===== src/rtl/uart_arb_pkg.sv =====
// +----------------------------------------------------------------------+
// | uart_arb_pkg : shared types and helpers for uart_tx_arbiter           |
// | Optional feature macro: UART_ARB_TAG_EN (adds the TAG state)          |
// | Revision: 1.0                                                         |
// +----------------------------------------------------------------------+
`default_nettype none

package uart_arb_pkg;

`ifdef UART_ARB_TAG_EN
  typedef enum logic [2:0] {
    ST_IDLE    = 3'd0,
    ST_SEND    = 3'd1,
    ST_START   = 3'd2,
    ST_WAIT_HI = 3'd3,
    ST_WAIT_LO = 3'd4,
    ST_TAG     = 3'd5
  } arb_state_t;
`else
  typedef enum logic [2:0] {
    ST_IDLE    = 3'd0,
    ST_SEND    = 3'd1,
    ST_START   = 3'd2,
    ST_WAIT_HI = 3'd3,
    ST_WAIT_LO = 3'd4
  } arb_state_t;
`endif

  // Marker placed in the MSB of a tag byte.
  localparam logic TAG_FLAG = 1'b1;

  function automatic int id_bits(input int n);
    return (n <= 2) ? 1 : $clog2(n);
  endfunction

endpackage

`default_nettype wire


===== src/rtl/uart_tx_arbiter_rr_pick.sv =====
// +----------------------------------------------------------------------+
// | rr_pick : combinational round-robin winner search from a pointer     |
// | Revision: 1.0                                                         |
// +----------------------------------------------------------------------+
`default_nettype none

module rr_pick
  import uart_arb_pkg::*;
#(
  parameter int NUM_REQUESTERS = 4
) (
  input  logic [NUM_REQUESTERS-1:0]              i_req_valid,
  input  logic [id_bits(NUM_REQUESTERS)-1:0]     i_rr_ptr,
  output logic [NUM_REQUESTERS-1:0]              o_onehot,
  output logic [id_bits(NUM_REQUESTERS)-1:0]     o_idx,
  output logic                                   o_any
);

  localparam int ID_W = id_bits(NUM_REQUESTERS);

  logic [ID_W-1:0] w_pos;

  always_comb begin
    o_onehot = '0;
    o_idx    = '0;
    o_any    = 1'b0;
    w_pos    = '0;
    // First valid index at or above the pointer, wrapping past the top.
    for (int k = 0; k < NUM_REQUESTERS; k++) begin
      w_pos = ID_W'((int'(i_rr_ptr) + k) % NUM_REQUESTERS);
      if (!o_any && i_req_valid[w_pos]) begin
        o_any           = 1'b1;
        o_idx           = w_pos;
        o_onehot[w_pos] = 1'b1;
      end
    end
  end

endmodule

`default_nettype wire


===== src/rtl/uart_tx_arbiter.sv =====
// +----------------------------------------------------------------------+
// | uart_tx_arbiter : round-robin burst arbiter sharing one uart_tx       |
// | Optional feature macro: UART_ARB_TAG_EN (source tag byte per grant)   |
// | Revision: 1.0                                                         |
// +----------------------------------------------------------------------+
`default_nettype none

module uart_tx_arbiter
  import uart_arb_pkg::*;
#(
  parameter int NUM_REQUESTERS = 4,
  parameter int WIDTH          = 8,
  parameter int MAX_BURST      = 16
) (
  input  logic                                   clock,
  input  logic                                   reset,
  input  logic [NUM_REQUESTERS-1:0]              req_valid,
  input  logic [NUM_REQUESTERS-1:0][WIDTH-1:0]   req_data,
  input  logic [NUM_REQUESTERS-1:0]              req_last,
  output logic [NUM_REQUESTERS-1:0]              req_ready,
  output logic [WIDTH-1:0]                       tx_data,
  output logic                                   tx_start,
  input  logic                                   tx_busy,
  output logic [id_bits(NUM_REQUESTERS)-1:0]     grant_id,
  output logic                                   grant_active
);

  localparam int ID_W = id_bits(NUM_REQUESTERS);
  localparam int BC_W = $clog2(MAX_BURST + 1);
  localparam logic [ID_W-1:0] c_last_id   = ID_W'(NUM_REQUESTERS - 1);
  localparam logic [BC_W-1:0] c_max_burst = BC_W'(MAX_BURST);

  arb_state_t                r_state;
  logic [ID_W-1:0]           r_rr_ptr;
  logic [ID_W-1:0]           r_grant_id;
  logic [NUM_REQUESTERS-1:0] r_grant_oh;
  logic                      r_grant_active;
  logic [BC_W-1:0]           r_burst_cnt;
  logic                      r_end_flag;
  logic [WIDTH-1:0]          r_tx_data;
  logic                      r_tx_start;

  logic [NUM_REQUESTERS-1:0] w_win_oh;
  logic [ID_W-1:0]           w_win_idx;
  logic                      w_win_any;
  logic                      w_cur_valid;
  logic                      w_cur_last;
  logic                      w_xfer;

  rr_pick #(
    .NUM_REQUESTERS (NUM_REQUESTERS)
  ) u_rr_pick (
    .i_req_valid (req_valid),
    .i_rr_ptr    (r_rr_ptr),
    .o_onehot    (w_win_oh),
    .o_idx       (w_win_idx),
    .o_any       (w_win_any)
  );

  assign w_cur_valid = |(req_valid & r_grant_oh);
  assign w_cur_last  = |(req_last & r_grant_oh);
  assign req_ready   = (r_state == ST_SEND && !tx_busy) ? r_grant_oh : '0;
  assign w_xfer      = |(req_valid & req_ready);

`ifdef UART_ARB_TAG_EN
  logic [WIDTH-1:0] w_tag_byte;
  assign w_tag_byte = WIDTH'(r_grant_id) | (WIDTH'(TAG_FLAG) << (WIDTH - 1));
`endif

  always_ff @(posedge clock or posedge reset) begin
    if (reset) begin
      r_state        <= ST_IDLE;
      r_rr_ptr       <= '0;
      r_grant_id     <= '0;
      r_grant_oh     <= '0;
      r_grant_active <= 1'b0;
      r_burst_cnt    <= '0;
      r_end_flag     <= 1'b0;
      r_tx_data      <= '0;
      r_tx_start     <= 1'b0;
    end else begin
      r_tx_start <= 1'b0;
      case (r_state)
        ST_IDLE: begin
          // The busy gate also covers a frame left running across a reset.
          if (!tx_busy && w_win_any) begin
            r_grant_id     <= w_win_idx;
            r_grant_oh     <= w_win_oh;
            r_grant_active <= 1'b1;
            r_burst_cnt    <= '0;
            r_end_flag     <= 1'b0;
            r_rr_ptr       <= (w_win_idx == c_last_id) ? '0 : w_win_idx + 1'b1;
`ifdef UART_ARB_TAG_EN
            r_state        <= ST_TAG;
`else
            r_state        <= ST_SEND;
`endif
          end
        end
`ifdef UART_ARB_TAG_EN
        ST_TAG: begin
          r_tx_data  <= w_tag_byte;
          r_tx_start <= 1'b1;
          r_end_flag <= 1'b0;
          r_state    <= ST_START;
        end
`endif
        ST_SEND: begin
          if (w_xfer) begin
            r_tx_data   <= req_data[r_grant_id];
            r_burst_cnt <= r_burst_cnt + 1'b1;
            r_end_flag  <= w_cur_last;
            r_tx_start  <= 1'b1;
            r_state     <= ST_START;
          end else if (!w_cur_valid) begin
            r_grant_active <= 1'b0;
            r_grant_oh     <= '0;
            r_state        <= ST_IDLE;
          end
        end
        ST_START: begin
          r_state <= ST_WAIT_HI;
        end
        ST_WAIT_HI: begin
          if (tx_busy) begin
            r_state <= ST_WAIT_LO;
          end
        end
        ST_WAIT_LO: begin
          if (!tx_busy) begin
            if (r_end_flag || r_burst_cnt == c_max_burst) begin
              r_grant_active <= 1'b0;
              r_grant_oh     <= '0;
              r_state        <= ST_IDLE;
            end else begin
              r_state <= ST_SEND;
            end
          end
        end
        default: begin
          r_state <= ST_IDLE;
        end
      endcase
    end
  end

  assign tx_data      = r_tx_data;
  assign tx_start     = r_tx_start;
  assign grant_id     = r_grant_id;
  assign grant_active = r_grant_active;

endmodule

`default_nettype wire

===== config.mk =====
export PLATFORM = sky130hd
export DESIGN_NAME = uart_tx_arbiter
export DESIGN_NICKNAME = d
export VERILOG_FILES = /design/src/rtl/uart_arb_pkg.sv /design/src/rtl/uart_tx_arbiter_rr_pick.sv /design/src/rtl/uart_tx_arbiter.sv
export SDC_FILE = /design/constraint.sdc
export NUM_CORES = 1
export LEC_CHECK = 0
export ABC_AREA = 1
export BUFFER_PORTS_ARGS = -buffer_cell sky130_fd_sc_hd__buf_2
export CORE_UTILIZATION = 52
export DETAILED_ROUTE_END_ITERATION = 6
export HOLD_SLACK_MARGIN = 0.06
export PLACE_DENSITY_LB_ADDON = 0.15
export SYNTH_ARGS = -nofsm -noshare
export SYNTH_HDL_FRONTEND = slang
export SYNTH_SLANG_ARGS = --single-unit

===== constraint.sdc =====
create_clock -name clock -period 2.8 [get_ports clock]
set_clock_uncertainty 0.05 [all_clocks]
set_input_delay 0.56 -clock clock [delete_from_list [all_inputs] [get_ports clock]]
set_output_delay 0.56 -clock clock [all_outputs]
set_load 0.05 [all_outputs]

==> impl_metrics.tcl <==
set metrics [dict create \
    drive_gt1_frac 0.249 \
    total_leakage_power_nw 1.28 \
    numCtsBuffers 3 \
    powerDensity_nw_per_um2 1180 \
    grt_overflow 0 \
    synth_top_area_frac 0.328 \
    grt_use_total 0.243 \
    place_congestion 0.897 \
    cts_tree "built" \
    slew_viol_final 0 \
    grt_max_degree 28 \
    max_freq_ghz 0.428 \
    mostFrequentLayoutCell "nand2_1" \
    insertion_delay_ns 0.27 \
    routedWlPerCell_um 11.5 \
    ir_worst_vdd_mv 0.619 \
    num_rows 22 \
    ys_ff_latch 27 \
    htree_levels 1 \
    synth_cell_types 27 \
    clk_path_buf_depth 2 \
    cp-start-kind "flip-flop" \
    tightest_slew_ns 0.510 \
    first_global_vias 1884 \
    switchingPower_mw 1.63 \
    start_util 0.550 \
    rr_worst_depth 10 \
    synth-edff-count 0 \
    finalSetupViolations 0 \
    antenna_cells 0 \
    root_buffer "clkbuf_8" \
    core_area_um2 3740 \
    yosysTopAreaCell "dfrtp_1" \
    path_cells "inv_4, ha_1, inv_1, nand3_1, nand2_2, inv_2, nand4_1, nand4_1, nand2_1, nand2_1" \
    clkPwrFrac 0.079 \
    power.share.combinational 0.674 \
    crit_required_ns 2.92 \
    fin_crit_ns 2.34 \
    dieWidth_um 65.0 \
    mostFrequentLayoutCells "61 x nand2_1, 59 x nor2_1, 58 x buf_2" \
    cts_setup_buffers 0 \
    dp_hpwl_mm 3.59 \
    die_y_um 65.0 \
    grt_pass1_wl_mm 8.16 \
    synthCells 297 \
    vias 2103 \
    switching_share 0.570 \
    ys_async_sr_fraction 1.00 \
    slew_headroom 0.660 \
    synth_warnings 0 \
    cap_violations 0 \
    die-area_um2 4220 \
    outcome "finished clean" \
    antenna_found_initial 0 \
    power.internal_mw 1.23 \
    rsz0062_at_grt "false" \
    io_pins 59 \
    finalHoldViolations 0 \
    p_seq_frac 0.247 \
    postCtsResizedCells 0 \
    ant_nets 0 \
    nNetsFinal 407 \
    whs_ns 0.268 \
    drt_drc_violations_left 0 \
    first_pass_iters 4 \
    synth_nets 349 \
    slowest_stage "dfrtp_1" \
    clkSinkCount 27 \
    max_stage_delay_ns 0.67 \
    ys_seq_area_frac 0.328 \
    worstHoldPathType "in -> async" \
    synthFlopType "dfrtp_1" \
    critPathCaptureType "flip-flop" \
    vias_per_cell 5.23 \
    netlist_area_um2 2060 \
    tns_ns 0 \
    wirelength_mm 4.62 \
    drt_iter0_drc 179 \
    worstPathArrival_ns 2.46 \
    min_period_over_period 0.835 \
    numPortBuffers 58 \
    power_mw 2.85 \
    ctsHoldBuffers 0 \
    critical_path_class "reg -> reg" \
    path_clk_slew_ns 0.10 \
    critPathMaxFanout 15 \
    area_delta_synth_final_pct 17.7 \
    syn_area_per_cell_um2 6.94 \
    yosys-top-cells-area "dfrtp_1 33%, nand2_1 11%, nor2_1 11%" \
]
==> registers in the layout, summed over array words and instances, names as in the netlist, named ones only <==
name          count
r_state           3
grant_active      1
grant_id          2
r_end_flag        1
r_rr_ptr          1
r_burst_cnt       5
tx_data           8
tx_start          1
r_grant_oh        4
==> cells in the mapped netlist, drive strengths merged (3+ instances only) <==
cell type,n
xor2,3
a21oi,4
o21ai,24
a31oi,9
dfrtp,27
nand3,24
buf,3
ha,9
a22oi,4
nand2,70
nor2,60
nand4,13
clkbuf,4
inv,37
==> per-stage QoR <==
stage | util | std cells | instance area [µm²] | worst slack, ns
2_1_floorplan | - | 297 | 2060 | 0.592
3_3_place_gp | 0.635 | 398 | 2380 | 0.586
3_5_place_dp | 0.635 | 398 | 2380 | 0.509
4_1_cts | 0.648 | 402 | 2430 | 0.480
5_1_grt | 0.648 | 402 | 2430 | 0.203
6_report | 0.648 | 402 | 2430 | 0.462
==> layer usage <==
layer | vias to the layer above | GRT usage | wire length, µm | part of all wire
met3 | 7 | 0.0423 | 247 | 0.053
met1 | 942 | 0.328 | 2180 | 0.47
li1 | 1084 | - | - | -
met4 | 0 | 0.0361 | 37 | 0.0080
met5 | - | 0 | 0 | 0
met2 | 70 | 0.411 | 2150 | 0.47
==> power groups by stage <==
stage	Sequential (mW)	Combinational, mW	Clock (mW)
floorplan	0.937	1.32	0
global placement	0.702	1.90	0
detailed placement	0.709	1.92	0
CTS	0.704	1.92	0.232
global route	0.728	2.16	0.249
finish	0.705	1.92	0.225
==> worst paths after layout <==
path	slack [ns]	endpoint	start
worst min register to register	0.44	grant_active	grant_active
worst min-delay path	0.27	tx_start	reset
worst max register to register	0.46	r_grant_oh[1]	flip-flop
max in group asynchronous	2.17	tx_data[2]	reset
min in group clock	0.44	grant_active	grant_active
worst max-delay path	0.46	r_grant_oh[1]	flip-flop
==> logic make-up (layout without fill, tap and decap cells) <==
group | Yosys count | count (layout) | share of synthesized area
AOI/OAI and AO/OA | 46 | 46 | 0.130
buffers and inverters | 44 | 101 | 0.0923
DFF | 27 | 27 | 0.328
xor gates and xnor gates | 3 | 3 | 0.0128
adders and majority gates | 9 | 9 | 0.0546
and+or+nand+nor | 168 | 168 | 0.383
==> area by class of cell <==
| type | instances | area (µm²) |
|---|---|---|
| timing repair buffer | 60 | 305 |
| fill | 329 | 1320 |
| clock buffer | 3 | 41.3 |
| clock inverter | 1 | 7.51 |
| inverter | 37 | 141 |
| sequential | 27 | 676 |
| multi-input combinational | 226 | 1190 |
| tap | 48 | 60.1 |
==> worst max-delay path: cells and delay by family (launching register included) <==
family,cells,cell delay [ns]
fa+ha+maj,1,0.39
buf+inv,3,0.36
flops,1,0.67
simple gates,6,0.78
Power figures use the tool's default switching activity.
